File: src/rtl/palette_lut_mp.sv
// Multi-port palette LUT: NREAD registered video read ports, CPU index/data pair, init sweep.
// Optional macro PALETTE_LUT_BYPASS_EN selects write-first forwarding on read/write collisions.
module palette_lut_mp #(
   parameter int DATA_W = 8,
   parameter int ADDR_W = 6,
   parameter int NREAD  = 3
) (
   input  logic                      clk,
   input  logic                      rst,
   input  logic                      idx_we,
   input  logic                      dat_we,
   input  logic                      autoinc,
   input  logic                      clr,
   input  logic [DATA_W-1:0]         din,
   output logic [ADDR_W-1:0]         idx,
   output logic [DATA_W-1:0]         cpu_dout,
   output logic                      busy,
   input  logic [NREAD*ADDR_W-1:0]   ra,
   output logic [NREAD*DATA_W-1:0]   rd
);

   localparam int DEPTH = 2**ADDR_W;

   typedef enum logic {ST_INIT = 1'b0, ST_IDLE = 1'b1} state_t;

   state_t              state_r, state_s;
   logic [ADDR_W-1:0]   cnt_r, cnt_s;
   logic [ADDR_W-1:0]   idx_r, idx_s;
   logic                busy_r, busy_s;
   logic                we_s;
   logic [ADDR_W-1:0]   wa_s;
   logic [DATA_W-1:0]   wd_s;
   logic [DATA_W-1:0]   mem_r [DEPTH];
   logic [NREAD*DATA_W-1:0] rd_r, rd_s;
   logic [DATA_W-1:0]   cpu_dout_r, cpu_dout_s;

   // Default entry value: index zero-extended or truncated to the entry width.
   function automatic logic [DATA_W-1:0] default_entry(input logic [ADDR_W-1:0] i);
      return DATA_W'(i);
   endfunction

   function automatic logic [ADDR_W-1:0] din_to_idx(input logic [DATA_W-1:0] d);
      return ADDR_W'(d);
   endfunction

   // Next-state, index update and single write-port selection.
   always_comb begin
      state_s = state_r;
      cnt_s   = cnt_r;
      idx_s   = idx_r;
      busy_s  = busy_r;
      we_s    = 1'b0;
      wa_s    = idx_r;
      wd_s    = din;
      if (rst || clr) begin
         state_s = ST_INIT;
         cnt_s   = {ADDR_W{1'b0}};
         busy_s  = 1'b1;
      end else begin
         case (state_r)
            ST_INIT: begin
               we_s  = 1'b1;
               wa_s  = cnt_r;
               wd_s  = default_entry(cnt_r);
               cnt_s = cnt_r + ADDR_W'(1);
               if (cnt_r == {ADDR_W{1'b1}}) begin
                  state_s = ST_IDLE;
                  busy_s  = 1'b0;
               end else begin
                  state_s = ST_INIT;
                  busy_s  = 1'b1;
               end
            end
            ST_IDLE: begin
               // idx_we wins; a coincident dat_we is dropped.
               if (idx_we) begin
                  idx_s = din_to_idx(din);
               end else if (dat_we) begin
                  we_s = 1'b1;
                  if (autoinc) begin
                     idx_s = idx_r + ADDR_W'(1);
                  end else begin
                     idx_s = idx_r;
                  end
               end else begin
                  idx_s = idx_r;
               end
            end
            default: begin
               state_s = ST_INIT;
               cnt_s   = {ADDR_W{1'b0}};
               busy_s  = 1'b1;
            end
         endcase
      end
   end

   // Read data selection for all video ports and the CPU readback.
   always_comb begin
      rd_s = {(NREAD*DATA_W){1'b0}};
      for (int k = 0; k < NREAD; k++) begin
`ifdef PALETTE_LUT_BYPASS_EN
         if (we_s && (wa_s == ra[k*ADDR_W +: ADDR_W])) begin
            rd_s[k*DATA_W +: DATA_W] = wd_s;
         end else begin
            rd_s[k*DATA_W +: DATA_W] = mem_r[ra[k*ADDR_W +: ADDR_W]];
         end
`else
         rd_s[k*DATA_W +: DATA_W] = mem_r[ra[k*ADDR_W +: ADDR_W]];
`endif
      end
`ifdef PALETTE_LUT_BYPASS_EN
      if (we_s && (wa_s == idx_r)) begin
         cpu_dout_s = wd_s;
      end else begin
         cpu_dout_s = mem_r[idx_r];
      end
`else
      cpu_dout_s = mem_r[idx_r];
`endif
   end

   // Control state registers.
   always_ff @(posedge clk) begin
      if (rst) begin
         state_r <= ST_INIT;
         cnt_r   <= {ADDR_W{1'b0}};
         idx_r   <= {ADDR_W{1'b0}};
         busy_r  <= 1'b1;
      end else begin
         state_r <= state_s;
         cnt_r   <= cnt_s;
         idx_r   <= idx_s;
         busy_r  <= busy_s;
      end
   end

   // Palette storage; contents are established by the init sweep, not by reset.
   always_ff @(posedge clk) begin
      if (we_s) begin
         mem_r[wa_s] <= wd_s;
      end
   end

   // Registered read ports.
   always_ff @(posedge clk) begin
      if (rst) begin
         rd_r       <= {(NREAD*DATA_W){1'b0}};
         cpu_dout_r <= {DATA_W{1'b0}};
      end else begin
         rd_r       <= rd_s;
         cpu_dout_r <= cpu_dout_s;
      end
   end

   assign idx      = idx_r;
   assign cpu_dout = cpu_dout_r;
   assign busy     = busy_r;
   assign rd       = rd_r;

endmodule
File: config.mk
export PLATFORM = sky130hd
export DESIGN_NAME = palette_lut_mp
export DESIGN_NICKNAME = d
export VERILOG_FILES = /design/src/rtl/palette_lut_mp.sv
export SDC_FILE = /design/constraint.sdc
export NUM_CORES = 1
export LEC_CHECK = 0
export CORE_AREA = 4 4 248 226
export CTS_CLUSTER_SIZE = 30
export DETAILED_ROUTE_END_ITERATION = 12
export DIE_AREA = 0 0 252 230
export PLACE_DENSITY_LB_ADDON = 0.05
export SETUP_SLACK_MARGIN = 0.05
export SKIP_LAST_GASP = 1
export SYNTH_ARGS = -nofsm -noshare
export SYNTH_HDL_FRONTEND = slang
export SYNTH_SLANG_ARGS = --single-unit
File: constraint.sdc
create_clock -name clk -period 7.3 [get_ports clk]
set_clock_uncertainty 0.1 [all_clocks]
set_input_delay 1.825 -clock clk [delete_from_list [all_inputs] [get_ports clk]]
set_output_delay 1.825 -clock clk [all_outputs]
set_load 0.05 [all_outputs]
==> results.py <==
metrics = {
    "synthesis": {
        "synthFlopType": "edfxtp_1",
        "ys_seq_area_share_pct": 47.4,
        "synth-seq-cells": 558,
        "netlist.area_leader.share_pct": 44.7,
        "synth-edff-count": 512,
        "netlist_top_cells_area": "edfxtp_1 (45%), mux4_2 (33%), mux2i_1 (6.2%), dfxtp_1 (2.7%), nor2_1 (1.2%)",
        "synthTopCellsByCount": "edfxtp_1 (512), mux4_2 (498), mux2i_1 (212), nor2_1 (111), nand2_1 (92)",
        "netlist_instances": 2064,
        "postSynthAreaPerCell_sq_um": 16.7,
        "synth-warning-count": 0,
        "yosysTopAreaCell": "edfxtp_1",
        "ys_types": 62,
        "synth_most_common_cell": "edfxtp_1",
        "syn_nets": 2098,
        "syn_area_sq_um": 34400,
        "synthArstFlopShare_pct": 0,
    },
    "grt": {
        "grt_pass1_vias": 22100,
        "overflow": 0,
        "grt_usage_pct": 42.2,
        "grt_pass1_wl_um": 172000,
        "grt_max_degree": 97,
        "antenna_found_initial": 11,
    },
    "layout": {
        "drive_gt1_share_pct": 33.0,
        "area_delta_synth_final_pct": 8.09,
        "fin_nets": 2081,
    },
    "floorplanning": {
        "die_area_sq_um": 58000,
        "io_pins": 71,
        "fp-row-count": 81,
        "start_util_pct": 64.0,
        "core-area_sq_um": 53700,
        "die_w_um": 252,
        "die-height_um": 230,
    },
    "timing": {
        "hold_viol": 0,
        "slew-limit-headroom_pct": 11.7,
        "setup_slack_ps": 1910,
        "tns_ps": 0,
        "tightest_slew_ps": 1290,
        "slew_viol_final": 0,
        "fin_crit_sh_pct": 73.8,
        "rsz0062_at_grt": "false",
        "finalCriticalPeriod_ps": 5390,
        "max_clock_freq_mhz": 186,
        "setup_violations": 0,
    },
    "cts": {
        "post_cts_buffers": 0,
        "ctsRootBufferMaster": "clkbuf_16",
        "h-tree-depth": 2,
        "clk_pin_slew_ps": 60,
        "clock_sinks": 558,
        "clk_path_buf_depth": 3,
        "postCtsHoldBufs": 0,
        "cts_buffers": 54,
        "clock_latency_ps": 620,
        "cts_tree": "yes",
        "cts_resized": 0,
    },
    "worst_setup_path": {
        "path_class": "in2reg",
        "required_ps": 7440,
        "crit_path_start_kind": "input pin",
        "cp.arrival_ps": 5530,
        "cp_max_fo": 11,
        "setup.worst_path.end_class": "register",
        "timing.rr.end": "mem_r[15][7]",
        "reg2reg_slack_ps": 3070,
        "reg2reg_from": "state_r",
        "r2r_cells": 5,
    },
    "routing": {
        "vias_per_cell": 8.37,
        "drtIter0Drc": 4348,
        "remaining_drc_errors": 0,
        "via_count": 23400,
        "routed_wl_um": 121000,
        "wire_per_inst_um": 43.3,
        "dr.pass1.iters": 8,
        "ant_nets": 0,
    },
    "hold_path": {
        "min_from": "busy",
        "min_to": "busy",
        "holdCritPathClass": "reg2reg",
        "min_path_cells": 2,
    },
    "power_and_ir_drop": {
        "power.density_nw_per_um2": 201,
        "ir_drop_uv": 249,
        "p_leak_nw": 11.6,
        "finalPower_mw": 7.47,
    },
    "status": {
        "status": "complete, no violations",
    },
    "placed_design": {
        "preCtsSetupSlack_ps": 1700,
        "place_hpwl_um": 83500,
        "globalplace.congestion": 1.06,
        "numPortBuffers": 70,
    },
    "flow_run": {
        "cap_violations": 0,
    },
}
cells in the final DEF, fill, tap and decap left out, types with 45 or more instances in the layout:
cell type / n
edfxtp_1: 512
clkbuf_16: 57
clkdlybuf4s50_1: 61
a22oi_1: 47
nand2_1: 86
nand3_1: 45
mux4_2: 498
mux2i_1: 212
nor2_1: 111
buf_4: 50
worst max-delay path, cell delays in order:
cell and delay, ps:
clkdlybuf4s50_1 440, nor3_1 880, nand2_1 290, nand2_1 240, nand3_1 820, nor2_1 1010
worst max-delay path by stage:
stage               startpoint           end  slack (ps)  depth (start not counted)
global route               clr  mem_r[15][0]        1830                          6
CTS                        clr  mem_r[15][7]        2300                          6
finish                     clr  mem_r[15][7]        1910                          6
global placement           clr  mem_r[15][0]        1710                          6
detailed placement         rst  mem_r[11][5]        1700                          7
floorplan                  rst   mem_r[0][6]        3310                          5
cells by family after synthesis:
family / Yosys count / share of synthesized area, %
fa+ha+maj: 2 / 0.0727
buf+inv: 197 / 3.58
simple gates: 340 / 4.58
compound gates: 233 / 4.69
flops: 558 / 47.4
mux: 730 / 39.6
xor+xnor: 4 / 0.102
where the power goes:
group / switching, mW / internal, mW / leakage, nW / total (mW)
clock network: 1.25 / 1.79 / 0.940 / 3.04
logic: 0.568 / 0.336 / 5.60 / 0.904
registers: 0.0105 / 3.52 / 5.02 / 3.53
layer usage:
metal,up-vias,wire length [um],share of wire (%),track usage (%)
met5,-,165,0.14,0
li1,8831,-,-,-
met4,16,4830,4.0,12.3
met2,2346,51700,43,59.3
met3,310,23200,19,20.4
met1,11900,41200,34,59.7
metrics by stage:
| stage | area [sq um] | util (%) | instances | hold slack (ps) |
|---|---|---|---|---|
| 6_report | 37200 | 69.2 | 2800 | 354 |
| 5_1_grt | 37200 | 69.2 | 2797 | 388 |
| 4_1_cts | 37200 | 69.2 | 2797 | 356 |
| 3_5_place_dp | 35300 | 65.6 | 2696 | 349 |
| 3_3_place_gp | 35300 | 65.6 | 2696 | 337 |
| 2_1_floorplan | 34400 | - | 2064 | 371 |
state kept, by name, indices dropped and copies added, names as in the netlist:
register and flops:
mem_r 512, state_r 1, idx 6, rd 24
cpu_dout 8, cnt_r 6, busy 1
cell type report:
type | instances | area (sq um)
Timing Repair Buffer | 122 | 1160
Tap cell | 705 | 882
Antenna cell | 3 | 7.51
Clock buffer | 71 | 1520
Clock inverter | 30 | 398
Fill cell | 3490 | 16500
Sequential cell | 558 | 16300
Multi-Input combinational cell | 1309 | 16900
Inverter | 2 | 7.51
(Power assumes the default switching activity.)
